[src/rtl/sin_gen_nco.sv]
`default_nettype none
// ============================================================================
//  Module   : sin_gen_nco
//  Purpose  : Numerically controlled sine oscillator. A phase accumulator
//             with run-time tuning word feeds a quarter-wave LUT (symmetry
//             folded) followed by amplitude scaling. One signed sample is
//             produced per clk_en strobe, three clocks later.
//  Ports    : clk        - system clock
//             rst        - asynchronous reset, active low
//             clk_en     - sample strobe
//             cfg_valid  - configuration word valid
//             cfg_ready  - configuration can be accepted
//             cfg_sync   - 1: apply at next accumulator wrap, 0: immediately
//             cfg_freq   - frequency tuning word
//             cfg_phase  - phase offset
//             cfg_amp    - unsigned amplitude (unity = 2^(AMP_W-1))
//             out        - signed sample
//             out_valid  - out carries a new sample this cycle
//  Revision : 1.0 - initial release
// ============================================================================
module sin_gen_nco #(
  parameter int DATA_WIDTH = 16,
  parameter int PHASE_W    = 16,
  parameter int ADDR_W     = 8,
  parameter int AMP_W      = 16
) (
  input  logic                         clk,
  input  logic                         rst,
  input  logic                         clk_en,
  input  logic                         cfg_valid,
  output logic                         cfg_ready,
  input  logic                         cfg_sync,
  input  logic [PHASE_W-1:0]           cfg_freq,
  input  logic [PHASE_W-1:0]           cfg_phase,
  input  logic [AMP_W-1:0]             cfg_amp,
  output logic signed [DATA_WIDTH-1:0] out,
  output logic                         out_valid
);

  localparam int c_IW     = ADDR_W - 2;            // in-quadrant index width
  localparam int c_QM     = 2 ** c_IW;             // last quarter-table index
  localparam int c_PROD_W = DATA_WIDTH + AMP_W + 1;
  localparam int c_FX     = 30;                    // fixed-point fraction bits for table generation

  localparam logic [AMP_W-1:0] c_UNITY   = {1'b1, {(AMP_W-1){1'b0}}};
  localparam logic [c_IW:0]    c_QM_ADDR = {1'b1, {c_IW{1'b0}}};
  localparam longint           c_HALF_PI_FX  = 64'sd1686629713;  // round(pi/2 * 2^30)
  localparam longint           c_FULL_SCALE  = (longint'(1) << (DATA_WIDTH-1)) - 1;

  localparam logic [0:0] c_ST_RUN  = 1'b0;
  localparam logic [0:0] c_ST_PEND = 1'b1;

  // Quarter-wave entry k: round(full_scale * sin(pi/2 * k/Qm)).
  // Evaluated with an integer Taylor series so it folds to constants at
  // elaboration without relying on real-valued math support.
  function automatic logic signed [DATA_WIDTH-1:0] lut_value(input int k);
    longint x;
    longint term;
    longint sum;
    longint full;
    x    = (c_HALF_PI_FX * longint'(k)) / longint'(c_QM);
    term = x;
    sum  = x;
    for (int n = 1; n <= 10; n++) begin
      term = (term * x) >>> c_FX;
      term = (term * x) >>> c_FX;
      term = -term / longint'((2*n) * (2*n + 1));
      sum  = sum + term;
    end
    full = (sum * c_FULL_SCALE + (longint'(1) << (c_FX-1))) >>> c_FX;
    return full[DATA_WIDTH-1:0];
  endfunction

  logic signed [DATA_WIDTH-1:0] w_lut [0:c_QM];

  generate
    for (genvar k = 0; k <= c_QM; k++) begin : g_lut
      localparam logic signed [DATA_WIDTH-1:0] c_VAL = lut_value(k);
      assign w_lut[k] = c_VAL;
    end
  endgenerate

  // ---------------------------------------------------------------- config
  logic [PHASE_W-1:0] r_acc;
  logic [PHASE_W-1:0] r_freq;
  logic [PHASE_W-1:0] r_phase;
  logic [AMP_W-1:0]   r_amp;
  logic [PHASE_W-1:0] r_sh_freq;
  logic [PHASE_W-1:0] r_sh_phase;
  logic [AMP_W-1:0]   r_sh_amp;
  logic [0:0]         r_state;

  logic [PHASE_W:0]   w_acc_sum;
  logic               w_wrap;
  logic               w_hs;
  logic               w_apply;

  assign w_acc_sum = {1'b0, r_acc} + {1'b0, r_freq};
  assign w_wrap    = w_acc_sum[PHASE_W];
  assign cfg_ready = (r_state == c_ST_RUN);
  assign w_hs      = cfg_valid & cfg_ready;
  // Only a wrap on an actual strobe marks a wave boundary.
  assign w_apply   = (r_state == c_ST_PEND) & clk_en & w_wrap;

  always_ff @(posedge clk or negedge rst) begin
    if (!rst) begin
      r_acc      <= '0;
      r_freq     <= '0;
      r_phase    <= '0;
      r_amp      <= c_UNITY;
      r_sh_freq  <= '0;
      r_sh_phase <= '0;
      r_sh_amp   <= '0;
      r_state    <= c_ST_RUN;
    end else begin
      // Increment uses the old tuning word even on a handshake edge.
      if (clk_en) begin
        r_acc <= w_acc_sum[PHASE_W-1:0];
      end
      case (r_state)
        c_ST_RUN: begin
          if (w_hs) begin
            if (cfg_sync) begin
              r_sh_freq  <= cfg_freq;
              r_sh_phase <= cfg_phase;
              r_sh_amp   <= cfg_amp;
              r_state    <= c_ST_PEND;
            end else begin
              r_freq  <= cfg_freq;
              r_phase <= cfg_phase;
              r_amp   <= cfg_amp;
            end
          end
        end
        c_ST_PEND: begin
          if (w_apply) begin
            r_freq  <= r_sh_freq;
            r_phase <= r_sh_phase;
            r_amp   <= r_sh_amp;
            r_state <= c_ST_RUN;
          end
        end
        default: r_state <= c_ST_RUN;
      endcase
    end
  end

  // ------------------------------------------------------- stage 1: address
  logic [PHASE_W-1:0] w_phase_sum;
  logic [ADDR_W-1:0]  w_idx;
  logic [AMP_W-1:0]   w_amp_clamped;

  assign w_phase_sum   = r_acc + r_phase;
  assign w_idx         = w_phase_sum[PHASE_W-1 -: ADDR_W];
  assign w_amp_clamped = (r_amp > c_UNITY) ? c_UNITY : r_amp;

  logic               r_s1_valid;
  logic [1:0]         r_s1_quad;
  logic [c_IW-1:0]    r_s1_i;
  logic [AMP_W-1:0]   r_s1_amp;

  // ---------------------------------------------------- stage 2: LUT / fold
  logic [c_IW:0]                w_lut_addr;
  logic signed [DATA_WIDTH-1:0] w_lut_val;
  logic signed [DATA_WIDTH-1:0] w_fold;

  // Odd quadrants read the table backwards (Qm - i), which needs Qm+1 entries.
  assign w_lut_addr = r_s1_quad[0] ? (c_QM_ADDR - {1'b0, r_s1_i}) : {1'b0, r_s1_i};
  assign w_lut_val  = w_lut[w_lut_addr];
  assign w_fold     = r_s1_quad[1] ? -w_lut_val : w_lut_val;

  logic                         r_s2_valid;
  logic signed [DATA_WIDTH-1:0] r_s2_sample;
  logic [AMP_W-1:0]             r_s2_amp;

  // ------------------------------------------------------- stage 3: scale
  logic signed [c_PROD_W-1:0] w_prod;

  // Amplitude is zero-extended to keep it positive in the signed product;
  // with a <= unity the shifted result always fits DATA_WIDTH.
  assign w_prod = c_PROD_W'(r_s2_sample) * c_PROD_W'($signed({1'b0, r_s2_amp}));

  always_ff @(posedge clk or negedge rst) begin
    if (!rst) begin
      r_s1_valid  <= 1'b0;
      r_s1_quad   <= '0;
      r_s1_i      <= '0;
      r_s1_amp    <= '0;
      r_s2_valid  <= 1'b0;
      r_s2_sample <= '0;
      r_s2_amp    <= '0;
      out         <= '0;
      out_valid   <= 1'b0;
    end else begin
      r_s1_valid  <= clk_en;
      r_s1_quad   <= w_idx[ADDR_W-1 -: 2];
      r_s1_i      <= w_idx[c_IW-1:0];
      r_s1_amp    <= w_amp_clamped;
      r_s2_valid  <= r_s1_valid;
      r_s2_sample <= w_fold;
      r_s2_amp    <= r_s1_amp;
      out_valid   <= r_s2_valid;
      if (r_s2_valid) begin
        out <= w_prod[AMP_W-1 +: DATA_WIDTH];  // arithmetic >>> (AMP_W-1)
      end
    end
  end

  // Truncated phase bits and the product's guard bits are intentionally dropped.
  logic w_unused;
  assign w_unused = ^{w_phase_sum[PHASE_W-ADDR_W-1:0], w_prod[AMP_W-2:0],
                      w_prod[c_PROD_W-1 -: 2]};

endmodule
`default_nettype wire

[config.mk]
export PLATFORM = sky130hd
export DESIGN_NAME = sin_gen_nco
export DESIGN_NICKNAME = d
export VERILOG_FILES = /design/src/rtl/sin_gen_nco.sv
export SDC_FILE = /design/constraint.sdc
export NUM_CORES = 1
export LEC_CHECK = 0
export ABC_AREA = 1
export ABC_CLOCK_PERIOD_IN_PS = 6810
export CAP_MARGIN = 30
export CORE_MARGIN = 2
export CORE_UTILIZATION = 55
export DETAILED_ROUTE_END_ITERATION = 10
export HOLD_SLACK_MARGIN = 0.06
export PLACE_DENSITY = 0.73
export REMOVE_ABC_BUFFERS = 1
export SKIP_LAST_GASP = 1
export SLEW_MARGIN = 30
export SYNTH_ARGS = -nofsm -noshare
export SYNTH_HDL_FRONTEND = slang
export SYNTH_SLANG_ARGS = --single-unit
[constraint.sdc]
create_clock -name clk -period 6.81 [get_ports clk]
set_input_delay 1.0215 -clock clk [delete_from_list [all_inputs] [get_ports clk]]
set_output_delay 1.0215 -clock clk [all_outputs]
set_load 0.03 [all_outputs]
==> results.toml <==
[clock_network]
cts_tree = "built"
numCtsBuffers = 17
postCtsSetupBuffers = 0
clock_sinks = 188
clk_latency_ns = 0.45
htree_num_levels = 4
clk_pin_slew_worst_paths_ns = 0.09
holdBufCountCts = 0
post_cts_resized = 0
cts_buffer_depth = 2
cts-root-buf = "clkbuf_16"

[min_path]
whs_endpoint = "r_s2_amp[7]"
holdPathStages = 0
hold_path_class = "reg2reg"
min_from = "r_s1_amp[7]"

[timing]
slew_viol_final = 0
fin_crit_sh = 0.865
setup_viol = 0
tightest_slew_ns = 0.950
max_slew_margin = 0.367
hold_viol_final = 0
fmax_ghz = 0.170
finalSetupTns_ns = 0
fin_crit_ns = 5.89
grt_setup_unrepaired = "no"
skew_ns = 0.0191

[floorplan]
io_pins = 71
initial_core_util = 0.556
placementRows = 68
die_w_um = 190
die_area_um2 = 36300
core_region_area_um2 = 34400
fp.dieH_um = 190

[critical_path]
critPathLaunchType = "flop"
r2r_start = "r_s2_sample[3]"
crit_path_end_kind = "flop"
critPathRequiredTime_ns = 7.16
r2r-end = "out[9]"
reg2regPathDepth = 20
rrSetupSlack_ns = 0.92
critical_path_class = "reg2reg"
critPathMaxFanout = 16
arrival_ns = 6.24

[finish]
syn_to_final_growth_pct = 7.73
final_core_util = 0.599
design_area_um2 = 20600
diodes = 0
layout-drive-gt1-share = 0.0617
nNetsFinal = 2831

[flow_run]
cap_violations = 0

[place]
gp_congestion = 0.908
port_buffers = 70
place_area_um2 = 20000
place_hpwl_um = 36900

[synthesis]
yosysSeqAreaShare = 0.246
postSynthAreaPerCell_um2 = 7.85
synth_edf_count = 0
yosysTopAreaCell = "dfrtp_1"
synth_commonest_cells = "655 x nand2_1, 459 x inv_1, 199 x nor2_1"
synth_area_leaders = "dfrtp_1 24%, fa_1 20%, nand2_1 13%"
synth_top_area_frac = 0.245
synthMostInstantiatedCell = "nand2_1"
postSynthCellCount = 2437
ys_seq_elements = 188
synth.cell_area_um2 = 19100
ys_warn_count = 0
synthFlopType = "dfrtp_1"
async_flop_share = 1.00
yosysUniqueCellTypes = 46

[grt]
grt_use_total = 0.271
grt_pass1_vias = 15700
grt_max_degree = 118
grt_pass1_wl_um = 77700
antenna_found_initial = 0
gr-total-overflow = 0

[routing]
postRouteAntennaNets = 0
num_vias = 15600
routed_wirelength_um = 47300
drt-initial-drc-count = 1092
viasPerCell = 5.37
drc = 0
avgRoutedWirePerCell_um = 16.3
dr.pass1.iters = 5

[outcome]
outcome = "finished clean"
## worst max-delay path: stages, from the launching register on
cell      delay (ns)
dfrtp_1         0.80
nand2_1         0.19
fa_1            0.52
fa_1            0.47
fa_1            0.52
fa_1            0.54
inv_1           0.05
fa_1            0.47
inv_1           0.05
fa_1            0.50
inv_1           0.05
ha_1            0.30
a21oi_1         0.20
o21ai_0         0.16
a21oi_1         0.16
nand2_1         0.10
a21oi_1         0.22
o21bai_1        0.10
or2_2           0.27
nand3_1         0.08
nand2_1         0.05
## final cells by class
| cell class | instances | area [um^2] |
|---|---|---|
| tap | 455 | 569 |
| clock inverter | 13 | 130 |
| sequential | 188 | 4710 |
| clock buffer | 19 | 433 |
| timing repair buffer | 82 | 820 |
| multi-input combinational | 1678 | 12200 |
| inverter | 466 | 1750 |
| fill | 3088 | 13800 |
## worst max path at each step
stage / endpoint / from / depth (start not counted) / slack (ns)
2_1_floorplan: out[9] / r_s2_sample[7] / 22 / 1.50
3_3_place_gp: out[9] / r_s2_sample[2] / 20 / 1.06
3_5_place_dp: out[9] / r_s2_sample[2] / 20 / 0.97
4_1_cts: out[9] / r_s2_sample[2] / 20 / 0.98
5_1_grt: out[9] / r_s2_sample[2] / 20 / 0.58
6_report: out[9] / r_s2_sample[3] / 20 / 0.92
## cells in the final DEF (no fill, tap or decap), drive strengths merged, types with 2 or more instances in the layout
master         netlist  layout
inv                464     470
mux2                48      48
o21a                 4       4
o31ai               50      50
or2                 13      13
o21bai               3       3
clkinvlp             0       2
a31oi               11      11
clkbuf              70      19
nor2               209     209
a221oi               3       3
fa                 194     194
dfrtp              187     187
nor3                 9       9
xor2                23      23
nor4                 5       5
ha                 151     151
nand3              116     116
a21o                 4       4
buf                 35      13
clkdlybuf4s50        0      69
o21ai               61      61
xnor2               13      13
nand2              675     675
a21oi               67      67
nand4               10      10
clkinv               2       7
nand3b               4       4
## cells by family after synthesis
| family | share of synthesized area |
|---|---|
| DFF | 0.246 |
| xor gates and xnor gates | 0.0165 |
| and+or+nand+nor | 0.225 |
| buffers and inverters | 0.117 |
| AOI/OAI and AO/OA | 0.0650 |
| adders and majority gates | 0.302 |
| muxes | 0.0283 |
## stage by stage
step                worst slack, ns  instances  hold WS (ns)
floorplan                      1.50       2332         0.331
global placement               1.06       2868         0.333
detailed placement            0.966       2868         0.335
CTS                           0.976       2900         0.347
global route                  0.578       2901         0.356
finish                        0.919       2901         0.348
## sequential cells by signal, indices dropped and copies added (netlist names)
| name | count |
|---|---|
| r_s1_amp | 16 |
| r_sh_phase | 16 |
| r_acc | 16 |
| r_freq | 16 |
| r_phase | 16 |
| r_s2_amp | 16 |
| r_s2_valid | 1 |
| r_s1_valid | 1 |
| out | 16 |
| r_s1_quad | 2 |
| r_sh_amp | 16 |
| out_valid | 1 |
| r_s1_i | 6 |
| r_amp | 16 |
| r_sh_freq | 16 |
| r_state | 1 |
| r_s2_sample | 16 |
## layer usage
metal,routed length [um],track usage
met5,0,0
met4,1510,0.102
met3,2690,0.0386
met2,23300,0.466
met1,19700,0.348
Power is left out: the tool's default activity adds up to more than one toggle a clock period on the data nets, which glitch-free logic cannot reach.
